$ cat src/rtl/lfu_buf_ctrl.sv
// lfu_buf_ctrl: tag lookup / allocation controller for a 4-entry buffer pool
// with least-frequently-used replacement.
// Latency from request accept: hit -> response 2 cycles; free miss -> fill 2, response 3;
// eviction miss -> evict request 2 cycles, fill 1 cycle after ack, response 2 after ack.
// Backpressure: one transaction in flight; req_ready low outside IDLE; evict and response
// are held until evict_ack / rsp_ready.
//
// Ports:
//   clk, rst                      clock, synchronous active-high reset
//   req_valid/req_ready/req_tag   lookup request handshake
//   rsp_valid/rsp_ready           response handshake; rsp_buf, rsp_hit describe the result
//   evict_valid/evict_ack         victim writeback handshake; evict_buf, evict_tag
//   fill_valid                    one-cycle pulse: fill_buf now holds fill_tag
//   flush                         invalidate all entries (honoured in IDLE only)

module lfu_buf_ctrl #(
    parameter int TAG_W   = 8,
    parameter int CNT_MAX = 3
) (
    input  logic             clk,
    input  logic             rst,
    input  logic             req_valid,
    input  logic [TAG_W-1:0] req_tag,
    output logic             req_ready,
    output logic             rsp_valid,
    input  logic             rsp_ready,
    output logic [1:0]       rsp_buf,
    output logic             rsp_hit,
    output logic             evict_valid,
    output logic [1:0]       evict_buf,
    output logic [TAG_W-1:0] evict_tag,
    input  logic             evict_ack,
    output logic             fill_valid,
    output logic [1:0]       fill_buf,
    output logic [TAG_W-1:0] fill_tag,
    input  logic             flush
);

    localparam logic [1:0] CMAX = 2'(CNT_MAX);

    typedef enum logic [2:0] {
        S_IDLE,
        S_LOOKUP,
        S_EVICT,
        S_FILL,
        S_RESP
    } state_t;

    state_t                  state_q, state_d;
    logic [3:0]              valid_q, valid_d;
    logic [3:0][TAG_W-1:0]   tag_q, tag_d;
    logic [3:0][1:0]         cnt_q, cnt_d;
    logic [TAG_W-1:0]        cap_tag_q, cap_tag_d;
    logic [1:0]              victim_q, victim_d;
    logic [1:0]              rsp_buf_q, rsp_buf_d;
    logic                    rsp_hit_q, rsp_hit_d;

    // Lookup helpers, evaluated against the captured tag.
    logic       hit;
    logic [1:0] hit_idx;
    logic       free_any;
    logic [1:0] free_idx;
    logic [1:0] min_idx;
    logic [1:0] min_cnt;
    logic       all_max;

    always_comb begin
        hit      = 1'b0;
        hit_idx  = 2'd0;
        free_any = 1'b0;
        free_idx = 2'd0;
        min_idx  = 2'd0;
        min_cnt  = cnt_q[0];
        all_max  = 1'b1;
        for (int i = 0; i < 4; i++) begin
            if (valid_q[i] && (tag_q[i] == cap_tag_q) && !hit) begin
                hit     = 1'b1;
                hit_idx = 2'(i);
            end
            if (!valid_q[i] && !free_any) begin
                free_any = 1'b1;
                free_idx = 2'(i);
            end
            if (valid_q[i] && (cnt_q[i] != CMAX)) begin
                all_max = 1'b0;
            end
        end
        // Strict less-than keeps the lowest index on ties.
        for (int i = 1; i < 4; i++) begin
            if (cnt_q[i] < min_cnt) begin
                min_cnt = cnt_q[i];
                min_idx = 2'(i);
            end
        end
    end

    always_comb begin
        state_d   = state_q;
        valid_d   = valid_q;
        tag_d     = tag_q;
        cnt_d     = cnt_q;
        cap_tag_d = cap_tag_q;
        victim_d  = victim_q;
        rsp_buf_d = rsp_buf_q;
        rsp_hit_d = rsp_hit_q;

        case (state_q)
            S_IDLE: begin
                if (flush) begin
                    valid_d = '0;
                    cnt_d   = '0;
                end else if (req_valid) begin
                    cap_tag_d = req_tag;
                    state_d   = S_LOOKUP;
                end
            end
            S_LOOKUP: begin
                if (hit) begin
                    rsp_buf_d = hit_idx;
                    rsp_hit_d = 1'b1;
                    state_d   = S_RESP;
                    if (cnt_q[hit_idx] < CMAX) begin
                        cnt_d[hit_idx] = cnt_q[hit_idx] + 2'd1;
                    end else if (all_max) begin
                        // Aging: every valid counter is saturated, so
                        // restart them all at 1 to keep LFU information.
                        for (int i = 0; i < 4; i++) begin
                            if (valid_q[i]) begin
                                cnt_d[i] = 2'd1;
                            end
                        end
                    end
                end else if (free_any) begin
                    victim_d = free_idx;
                    state_d  = S_FILL;
                end else begin
                    victim_d = min_idx;
                    state_d  = S_EVICT;
                end
            end
            S_EVICT: begin
                if (evict_ack) begin
                    state_d = S_FILL;
                end
            end
            S_FILL: begin
                tag_d[victim_q]   = cap_tag_q;
                valid_d[victim_q] = 1'b1;
                cnt_d[victim_q]   = 2'd1;
                rsp_buf_d         = victim_q;
                rsp_hit_d         = 1'b0;
                state_d           = S_RESP;
            end
            S_RESP: begin
                if (rsp_ready) begin
                    state_d = S_IDLE;
                end
            end
            default: begin
                state_d = S_IDLE;
            end
        endcase
    end

    always_ff @(posedge clk) begin
        if (rst) begin
            state_q   <= S_IDLE;
            valid_q   <= '0;
            tag_q     <= '0;
            cnt_q     <= '0;
            cap_tag_q <= '0;
            victim_q  <= 2'd0;
            rsp_buf_q <= 2'd0;
            rsp_hit_q <= 1'b0;
        end else begin
            state_q   <= state_d;
            valid_q   <= valid_d;
            tag_q     <= tag_d;
            cnt_q     <= cnt_d;
            cap_tag_q <= cap_tag_d;
            victim_q  <= victim_d;
            rsp_buf_q <= rsp_buf_d;
            rsp_hit_q <= rsp_hit_d;
        end
    end

    assign req_ready   = (state_q == S_IDLE) && !flush;
    assign rsp_valid   = (state_q == S_RESP);
    assign rsp_buf     = rsp_buf_q;
    assign rsp_hit     = rsp_hit_q;
    assign evict_valid = (state_q == S_EVICT);
    assign evict_buf   = victim_q;
    assign evict_tag   = tag_q[victim_q];
    assign fill_valid  = (state_q == S_FILL);
    assign fill_buf    = victim_q;
    assign fill_tag    = cap_tag_q;

endmodule
$ cat config.mk
export PLATFORM = sky130hd
export DESIGN_NAME = lfu_buf_ctrl
export DESIGN_NICKNAME = d
export VERILOG_FILES = /design/src/rtl/lfu_buf_ctrl.sv
export SDC_FILE = /design/constraint.sdc
export NUM_CORES = 1
export LEC_CHECK = 0
export CAP_MARGIN = 25
export CORE_AREA = 2 2 112 114
export DETAILED_ROUTE_END_ITERATION = 7
export DIE_AREA = 0 0 114 116
export HOLD_SLACK_MARGIN = 0.05
export SLEW_MARGIN = 25
export SYNTH_ARGS = -nofsm -noshare
export SYNTH_HDL_FRONTEND = slang
export SYNTH_SLANG_ARGS = --single-unit
$ cat constraint.sdc
create_clock -name clk -period 2.7 [get_ports clk]
set_input_delay 0.405 -clock clk [delete_from_list [all_inputs] [get_ports clk]]
set_output_delay 0.405 -clock clk [all_outputs]
set_load 0.1 [all_outputs]
==> results of run 1 <==
-- final cells by class --
type                            count  share of cell area [%]
Multi-Input combinational cell    299                    46.7
Sequential cell                    60                    25.6
Timing Repair Buffer               89                    17.5
Clock buffer                       12                    5.33
Tap cell                          147                    3.82
Inverter                            8                   0.624
Clock inverter                      4                   0.520
-- cells in the mapped netlist, types with 3 or more instances --
cell type  instances
buf_6              3
a211oi_1           4
nor2_2             3
buf_2              4
nand4_1            5
nand2b_1           8
nand3b_1           3
a21boi_0           6
or3_1              4
a21oi_1           24
dfxtp_1           60
o32ai_1            3
nor2_1            54
xnor2_1           11
mux4_2             8
o21a_1             4
buf_4              5
inv_1              6
nor3_1            13
o21ai_0            9
nand2_1           31
nand3_1            5
ha_1               6
clkbuf_1          16
mux2i_1           37
xor2_1            22
-- stage by stage --
step	total power, mW	area, um2	setup WS, ns
floorplan	1.43	3620	-0.191
global placement	1.64	4410	-0.0949
detailed placement	1.64	4410	-0.131
CTS	2.73	4760	-0.0864
global route	2.85	4820	-0.161
finish	2.72	4820	-0.0292
-- worst max-delay path, stage by stage, from the launching register on --
cell	delay, ns
dfxtp_4	0.35
buf_6	0.13
xor2_4	0.15
nor4_4	0.33
nand4_4	0.12
nand2b_4	0.16
o22a_1	0.17
o22ai_2	0.17
nor2_1	0.06
ha_2	0.20
or3_4	0.37
or3_1	0.36
o31ai_1	0.07
-- flip-flops by register name (all words and copies together) (netlist names) --
name       count
rsp_buf        2
tag_q         32
cnt_q          8
rsp_hit        1
valid_q        4
evict_buf      2
state_q        3
fill_tag       8
-- repair_timing --
item | 4_1_cts | 5_1_grt
resized for setup | 10 | 7
pin swaps | 11 | 8
buffers inserted | 3 | 2
hold endpoints to repair | 0 | 0
cloned | 0 | 0
setup endpoints to repair | 7 | 8
-- worst min path at each step --
stage	startpoint	to	cells after the start
after CTS	rst	rsp_buf[0]	2
after detailed placement	tag_q[4]	tag_q[4]	2
after global routing	rst	rsp_buf[0]	2
final	rst	rsp_buf[0]	2
after floorplan	tag_q[0]	tag_q[0]	2
after global placement	tag_q[3]	tag_q[3]	2
-- per-layer routing --
layer  GRT usage (%)  share of wire (%)  vias up
met2            28.1                 52       74
met5               0                  0        -
met3            3.29                3.5        6
met4            3.82               0.84        0
met1            20.1                 44     1527
li1                -                  -     1546
-- cell families after synthesis --
kind of cell	Yosys count	share of synthesized area, %
and+or+nand+nor	142	20.4
AOI/OAI and AO/OA	73	14.3
DFF	60	34.2
muxes	45	15.7
buffers and inverters	36	5.16
xor gates and xnor gates	33	8.22
adders and majority gates	6	2.14
-- report_power, final --
part	total, mW	switching (mW)	internal (mW)
Sequential	0.961	0.0490	0.912
Clock	1.07	0.403	0.667
Combinational	0.690	0.428	0.261
==> impl_metrics.py, run 1 <==
metrics = {
    "outcome": {
        "run_status": "finished with violations",
        "violations": "setup timing",
    },
    "die": {
        "ios": 41,
        "dieArea_um2": 13200,
        "start_util_pct": 29.5,
        "fp.coreArea_um2": 11900,
        "die_y_um": 116,
        "rows": 40,
        "die_x_um": 114,
    },
    "min_path": {
        "hold_class": "in -> reg",
    },
    "placed_design": {
        "dpl.hpwl_um": 7220,
        "port-buffer-count": 40,
        "dp.cells": 598,
        "gp_congestion": 0.910,
    },
    "final_layout": {
        "layout-drive-gt1-share_pct": 30.7,
        "final_cell_mix": "buf_4, nor2_1, dfxtp_1, mux2i_1, nand2_1",
        "final_common_cell": "buf_4",
        "fill_cells": 1171,
        "utilization_pct": 40.4,
        "area_growth_pct": 37.0,
        "nNetsFinal": 487,
        "seqCellArea_um2": 1230,
        "fin_cells": 619,
        "multiInputGateArea_um2": 2250,
        "diodes": 0,
    },
    "timing": {
        "setup_tns_ns": -0.0560,
        "setup_viol": 2,
        "layout_setup_ws_ns": -0.0292,
        "fin_worst_skew_ns": 0.0121,
        "min_period_ns": 2.73,
        "hold_ws_ns": 0.447,
        "finalHoldViolCount": 0,
        "max-slew-margin-rel_pct": 45.0,
        "worstMarginPinSlew_ns": 0.824,
        "rsz0062_at_grt": "true",
        "finalMaxSlewViolations": 0,
        "clock.fmax_mhz": 366,
        "period_share_pct": 101,
    },
    "logic_synthesis": {
        "synth_enable_flop_cells": 0,
        "ys_warn_count": 0,
        "netlist_top_cells_area": "dfxtp_1, mux2i_1, nor2_1",
        "synthCells": 395,
        "synth-main-ff-cell": "dfxtp_1",
        "ys_types": 61,
        "avgSynthCellArea_um2": 8.90,
        "synth_top_area_share_pct": 34.2,
        "synth_seq_cells": 60,
        "synth_area_um2": 3520,
        "syn_nets": 415,
        "synthArstFlopShare_pct": 0,
        "synth_top_area_cell": "dfxtp_1",
        "seq_area_frac_synth_pct": 34.2,
    },
    "critical_path": {
        "crit_path_end": "cnt_q[1]",
        "worst-path-max-fanout": 6,
        "start_kind": "flip-flop",
        "r2r_slack_ns": -0.03,
        "reg2reg_to": "cnt_q[1]",
        "cp.arrival_ns": 2.97,
        "r2r_start": "fill_tag[0]",
        "rr_worst_depth": 12,
        "crit_start": "fill_tag[0]",
        "critPathKind": "reg -> reg",
        "endpoint_kind": "flip-flop",
        "worstPathRequired_ns": 2.94,
    },
    "global_routing": {
        "grt-ovfl-total": 0,
        "antenna_found_initial": 0,
        "grt.total_usage_pct": 16.0,
        "grt_pass1_vias": 3077,
        "grt_pass1_wl_um": 16500,
        "grt_max_degree": 41,
    },
    "route": {
        "first_iter_violations": 145,
        "routed_via_density": 5.09,
        "ant_nets": 0,
        "vias": 3153,
        "drt_first_pass_iters": 4,
        "drc": 0,
        "avgRoutedWirePerCell_um": 16.3,
        "routed_wl_um": 10100,
    },
    "job": {
        "maxCapViolations": 0,
    },
    "clock_network": {
        "clk_pin_slew_ns": 0.05,
        "cts_buffers": 9,
        "cts_hold_buf": 0,
        "htreeDepth": 3,
        "clock_latency_ns": 0.32,
        "clock_sinks": 60,
        "cts_tree": "done",
        "clockBufferDepth": 2,
        "ctsRootBufferMaster": "clkbuf_16",
    },
    "power_and_ir_drop": {
        "leakage_nw": 1.94,
        "powerDensity_nw_per_um2": 565,
        "vdd_ir_drop_max_v": 0.000294,
    },
}
Power figures use the tool's default switching activity.
==> run 2, diff against run 1 <==
==> constraint.sdc (replaced) <==
create_clock -name clk -period 2.7 [get_ports clk]
set_input_delay 0.81 -clock clk [delete_from_list [all_inputs] [get_ports clk]]
set_output_delay 0.81 -clock clk [all_outputs]
set_load 0.1 [all_outputs]
==> impl_metrics.py, run 2 (synthesis results as in run 1) <==
metrics = {
    "timing": {
        "layout_setup_ws_ns": -0.118,
        "worstMarginPinSlew_ns": 0.649,
        "finalHoldViolCount": 0,
        "period_share_pct": 104,
        "hold_ws_ns": 0.483,
        "max-slew-margin-rel_pct": 56.5,
        "finalMaxSlewViolations": 0,
        "clock.fmax_mhz": 355,
        "min_period_ns": 2.82,
        "setup_tns_ns": -0.267,
        "setup_viol": 4,
        "rsz0062_at_grt": "true",
        "fin_worst_skew_ns": 0.00927,
    },
    "critical_path": {
        "r2r_slack_ns": -0.12,
        "reg2reg_to": "cnt_q[1]",
        "r2r_start": "fill_tag[2]",
        "rr_worst_depth": 13,
        "worst-path-max-fanout": 6,
        "cp.arrival_ns": 3.06,
        "endpoint_kind": "flip-flop",
        "worstPathRequired_ns": 2.94,
        "start_kind": "flip-flop",
        "critPathKind": "reg -> reg",
    },
    "power_and_ir_drop": {
        "leakage_nw": 1.94,
        "p_seq_share_pct": 32.8,
        "switching_share_pct": 31.4,
        "p_clk_share_pct": 43.2,
        "power_frac_comb_pct": 23.9,
        "p_int_mw": 2.03,
        "powerDensity_nw_per_um2": 610,
        "p_switching_uw": 928,
        "vdd_ir_drop_max_v": 0.000341,
    },
    "route": {
        "drt_first_pass_iters": 4,
        "ant_nets": 0,
        "first_iter_violations": 143,
        "avgRoutedWirePerCell_um": 16.4,
        "vias": 3212,
        "drc": 0,
        "routed_wl_um": 10000,
        "routed_via_density": 5.24,
    },
    "final_layout": {
        "nNetsFinal": 481,
        "final_cell_mix": "buf_4, nor2_1, dfxtp_1, mux2i_1, nand2_1",
        "layout-drive-gt1-share_pct": 30.3,
        "utilization_pct": 40.7,
        "largest_register": "tag_q",
        "diodes": 0,
        "largest_reg_flops": 32,
        "design_area_um2": 4840,
        "final_common_cell": "buf_4",
        "area_growth_pct": 37.8,
    },
    "die": {
        "start_util_pct": 29.5,
        "fp.coreArea_um2": 11900,
        "die_y_um": 116,
        "ios": 41,
        "dieArea_um2": 13200,
        "die_x_um": 114,
        "rows": 40,
    },
    "clock_network": {
        "cts_buffers": 9,
        "cts_hold_buf": 0,
        "htreeDepth": 3,
        "clk_pin_slew_ns": 0.06,
        "clock_sinks": 60,
        "clockBufferDepth": 2,
        "ctsRootBufferMaster": "clkbuf_16",
        "clock_latency_ns": 0.33,
        "cts_tree": "done",
    },
    "placed_design": {
        "dpl.hpwl_um": 7240,
        "place_area_um2": 4420,
        "dp_worst_setup_slack_ns": -0.181,
        "gp_congestion": 0.883,
        "port-buffer-count": 40,
    },
    "min_path": {
        "hold_depth": 2,
        "whs_endpoint": "tag_q[6]",
        "holdCritStartpoint": "tag_q[6]",
        "hold_class": "reg -> reg",
    },
    "global_routing": {
        "antenna_found_initial": 0,
        "grt_pass1_vias": 3175,
        "grt_max_degree": 34,
        "grt.total_usage_pct": 15.8,
        "grt-ovfl-total": 0,
        "grt_pass1_wl_um": 16200,
    },
    "outcome": {
        "run_status": "finished with violations",
        "violations": "setup timing",
    },
    "job": {
        "maxCapViolations": 0,
    },
}
==> run 2: changes by cell type in the layout (fill, tap and decap cells not counted), sizes merged <==
cell / delta
buf: -6
bufinv: +2
clkbuf: -2
clkinv: -1
clkinvlp: -1
inv: +2
==> run 2: metrics by stage <==
| stage | cells | power [mW] |
|---|---|---|
| 2_1_floorplan | 395 | 1.43 |
| 3_3_place_gp | 596 | 1.65 |
| 3_5_place_dp | 596 | 1.65 |
| 4_1_cts | 613 | 2.94 |
| 5_1_grt | 613 | 3.07 |
| 6_report | 613 | 2.95 |
==> run 2: layer usage <==
metal / vias to the layer above / global-route usage [%] / wire length [um] / share of wire (%)
met5: - / 0 / 0 / 0
met4: 0 / 7.48 / 376 / 3.7
met3: 33 / 3.87 / 506 / 5.0
met2: 122 / 26.8 / 4970 / 50
met1: 1520 / 18.8 / 4180 / 42
li1: 1537 / - / - / -
==> run 2: how the worst max path moves through the flow <==
stage | cells after the start | to | start | slack (ns)
3_5_place_dp | 14 | cnt_q[3] | fill_tag[4] | -0.18
2_1_floorplan | 1 | req_ready | flush | -0.55
3_3_place_gp | 14 | cnt_q[2] | fill_tag[4] | -0.25
5_1_grt | 13 | cnt_q[1] | fill_tag[2] | -0.27
6_report | 13 | cnt_q[1] | fill_tag[2] | -0.12
4_1_cts | 14 | cnt_q[3] | fill_tag[4] | -0.11
==> run 2: repair_timing <==
action                                  CTS  global route
gates resized for setup                   2            16
pin swaps                                 3             4
endpoints found under the hold margin     0             0
buffers inserted                          1             0
endpoints found under the setup margin    8             8
==> run 2: power by group through the flow <==
| stage | Combinational, mW | Clock, mW | Sequential [mW] |
|---|---|---|---|
| global route | 0.753 | 1.34 | 0.975 |
| finish | 0.707 | 1.28 | 0.971 |
| detailed placement | 0.664 | 0 | 0.987 |
| floorplan | 0.409 | 0 | 1.02 |
| global placement | 0.662 | 0 | 0.985 |
| CTS | 0.670 | 1.30 | 0.967 |
==> run 2: final cells by class <==
cell class / count / area (um2)
clock buffers: 10 / 239
flip-flops and latches: 60 / 1240
repair buffers: 83 / 812
multi-input cells: 299 / 2250
fillers: 1166 / 7070
clock inverters: 6 / 93.8
well taps: 147 / 184
inverters: 8 / 30.0
==> run 2: worst max-delay path, stage by stage, from the launching register on <==
cell	delay (ns)
dfxtp_4	0.35
xor2_1	0.17
nor4_2	0.30
buf_4	0.16
nand4_1	0.10
buf_6	0.16
o22a_1	0.19
o22ai_1	0.16
nor2_1	0.07
ha_2	0.19
buf_6	0.13
or3_4	0.36
or3_1	0.31
o31ai_1	0.07
==> run 3, diff against run 2 <==
- CORE_AREA: 2 2 112 114 -> 2 2 85 149
- DIE_AREA: 0 0 114 116 -> 0 0 87 151
- MAX_ROUTING_LAYER: not set -> met4
==> impl_metrics.py, run 3 (synthesis results as in run 1) <==
metrics = {
    "placed_design": {
        "gp_congestion": 0.957,
        "dp_worst_setup_slack_ns": -0.167,
        "port-buffer-count": 40,
        "dpl.hpwl_um": 8610,
    },
    "clock_network": {
        "cts_buffers": 9,
        "cts_tree": "done",
        "cts_hold_buf": 0,
        "ctsRootBufferMaster": "clkbuf_16",
        "htreeDepth": 3,
        "clockBufferDepth": 2,
        "clock_latency_ns": 0.34,
        "clk_pin_slew_ns": 0.05,
        "clock_sinks": 60,
    },
    "route": {
        "drt_first_pass_iters": 4,
        "routed_wl_um": 11800,
        "vias": 3419,
        "ant_nets": 0,
        "avgRoutedWirePerCell_um": 18.3,
        "routed_via_density": 5.33,
        "first_iter_violations": 196,
        "drc": 0,
    },
    "timing": {
        "clock.fmax_mhz": 352,
        "setup_viol": 7,
        "fin_worst_skew_ns": 0.00934,
        "worstMarginPinSlew_ns": 0.768,
        "finalHoldViolCount": 0,
        "rsz0062_at_grt": "true",
        "max-slew-margin-rel_pct": 48.5,
        "min_period_ns": 2.84,
        "period_share_pct": 105,
        "layout_setup_ws_ns": -0.143,
        "finalMaxSlewViolations": 0,
    },
    "critical_path": {
        "slowest_delay_ns": 0.37,
        "start_kind": "flip-flop",
        "endpoint_kind": "flip-flop",
        "path_buf_inv": 2,
        "worstPathCellList": "buf_6 > xor2_2 > nor4_4 > nand4_4 > nand2b_4 > o22a_1 > o22ai_4 > nor2_2 > ha_4 > a21boi_2 > a41oi_2 > o21ai_2 > buf_4 > o32ai_2",
        "cpMaxStageDelayCell": "dfxtp_4",
        "worst-path-max-fanout": 8,
        "path_delay_family": "compound AO/OA/AOI/OAI gates",
        "cp.arrival_ns": 3.09,
        "worstPathRequired_ns": 2.95,
        "critPathKind": "reg -> reg",
    },
    "power_and_ir_drop": {
        "powerDensity_nw_per_um2": 542,
        "leakage_nw": 2.12,
        "vdd_ir_drop_max_v": 0.000351,
    },
    "die": {
        "ios": 41,
        "dieArea_um2": 13100,
        "die_y_um": 151,
        "die_x_um": 87,
        "start_util_pct": 29.6,
        "rows": 53,
        "fp.coreArea_um2": 11900,
    },
    "final_layout": {
        "area_growth_pct": 46.8,
        "layout-drive-gt1-share_pct": 37.7,
        "final_cell_mix": "buf_4, nor2_1, dfxtp_1, mux2i_1, nand2_1",
        "nNetsFinal": 519,
        "largest_reg_flops": 32,
        "utilization_pct": 43.5,
        "diodes": 0,
        "fill_cells": 1130,
        "largest_register": "tag_q",
        "final_common_cell": "buf_4",
    },
    "global_routing": {
        "grt_max_degree": 45,
        "antenna_found_initial": 0,
        "grt_pass1_wl_um": 18100,
        "grt.total_usage_pct": 18.9,
        "grt-ovfl-total": 0,
        "grt_pass1_vias": 3511,
    },
    "outcome": {
        "run_status": "finished with violations",
        "violations": "setup timing",
    },
    "job": {
        "maxCapViolations": 0,
    },
    "min_path": {
        "hold_class": "reg -> reg",
    },
}
[run 3: cell types whose count changed in the layout (fill, tap and decap cells not counted), sizes merged]
cell      change
buf          +38
bufinv        -2
inv           -1
clkbuf        -1
clkinv        +5
clkinvlp      -1
[run 3: routing by layer]
layer / routed length (um) / global-route usage (%) / vias to the layer above
met5: 0 / - / -
met4: 734 / 13.6 / 0
met3: 314 / 2.78 / 45
met2: 6660 / 34.7 / 83
met1: 4050 / 17.3 / 1685
li1: - / - / 1606
[run 3: metrics by stage]
stage	hold WS, ns	instances	power [mW]	TNS, ns	cell area, um2
6_report	0.488	641	2.80	-0.536	5160
5_1_grt	0.514	641	2.91	-1.38	5160
4_1_cts	0.487	631	2.75	-0.548	4950
3_5_place_dp	0.481	607	1.68	-0.616	4580
3_3_place_gp	0.468	607	1.69	-0.325	4580
2_1_floorplan	0.460	395	1.43	-1.27	3630
[run 3: worst register-to-register path: cells and delay by family (launching register included)]
kind / cells / cell delay, ns
AO/OA/AOI/OAI: 6 / 1.05
AND/OR/NAND/NOR: 4 / 0.71
flip-flops: 1 / 0.37
buffers and inverters: 2 / 0.30
adder cells (fa/ha/maj): 1 / 0.19
XOR/XNOR: 1 / 0.15
[run 3: where the power goes]
part | total, mW | internal, mW | switching [mW] | leakage (nW)
Combinational | 0.797 | 0.330 | 0.466 | 1.49
Sequential | 0.966 | 0.910 | 0.0555 | 0.492
Clock | 1.04 | 0.616 | 0.421 | 0.139
Total | 2.80 | 1.86 | 0.943 | 2.12
[run 3: path summary, 6_finish.rpt]
kind | slack (ns) | from | endpoint | cells after the start
max | -0.14 | fill_tag[0] | cnt_q[3] | 14
min | 0.49 | tag_q[2] | tag_q[2] | 2
max reg2reg | -0.14 | fill_tag[0] | cnt_q[3] | 14
min reg2reg | 0.49 | tag_q[2] | tag_q[2] | 2
[run 3: cell type report]
cell class / instances / area, um2 / share of cell area (%)
multi-input combinational: 299 / 2330 / 45.1
clock inverter: 7 / 42.5 / 0.824
tap: 137 / 171 / 3.32
timing repair buffer: 121 / 1120 / 21.8
clock buffer: 9 / 225 / 4.36
inverter: 8 / 32.5 / 0.630
sequential: 60 / 1240 / 24.0
[run 3: what timing repair did]
item,CTS,global route
endpoints found under the hold margin,0,0
endpoints found under the setup margin,7,9
setup buffers,8,10
pin swaps,15,17
resized for setup,9,28
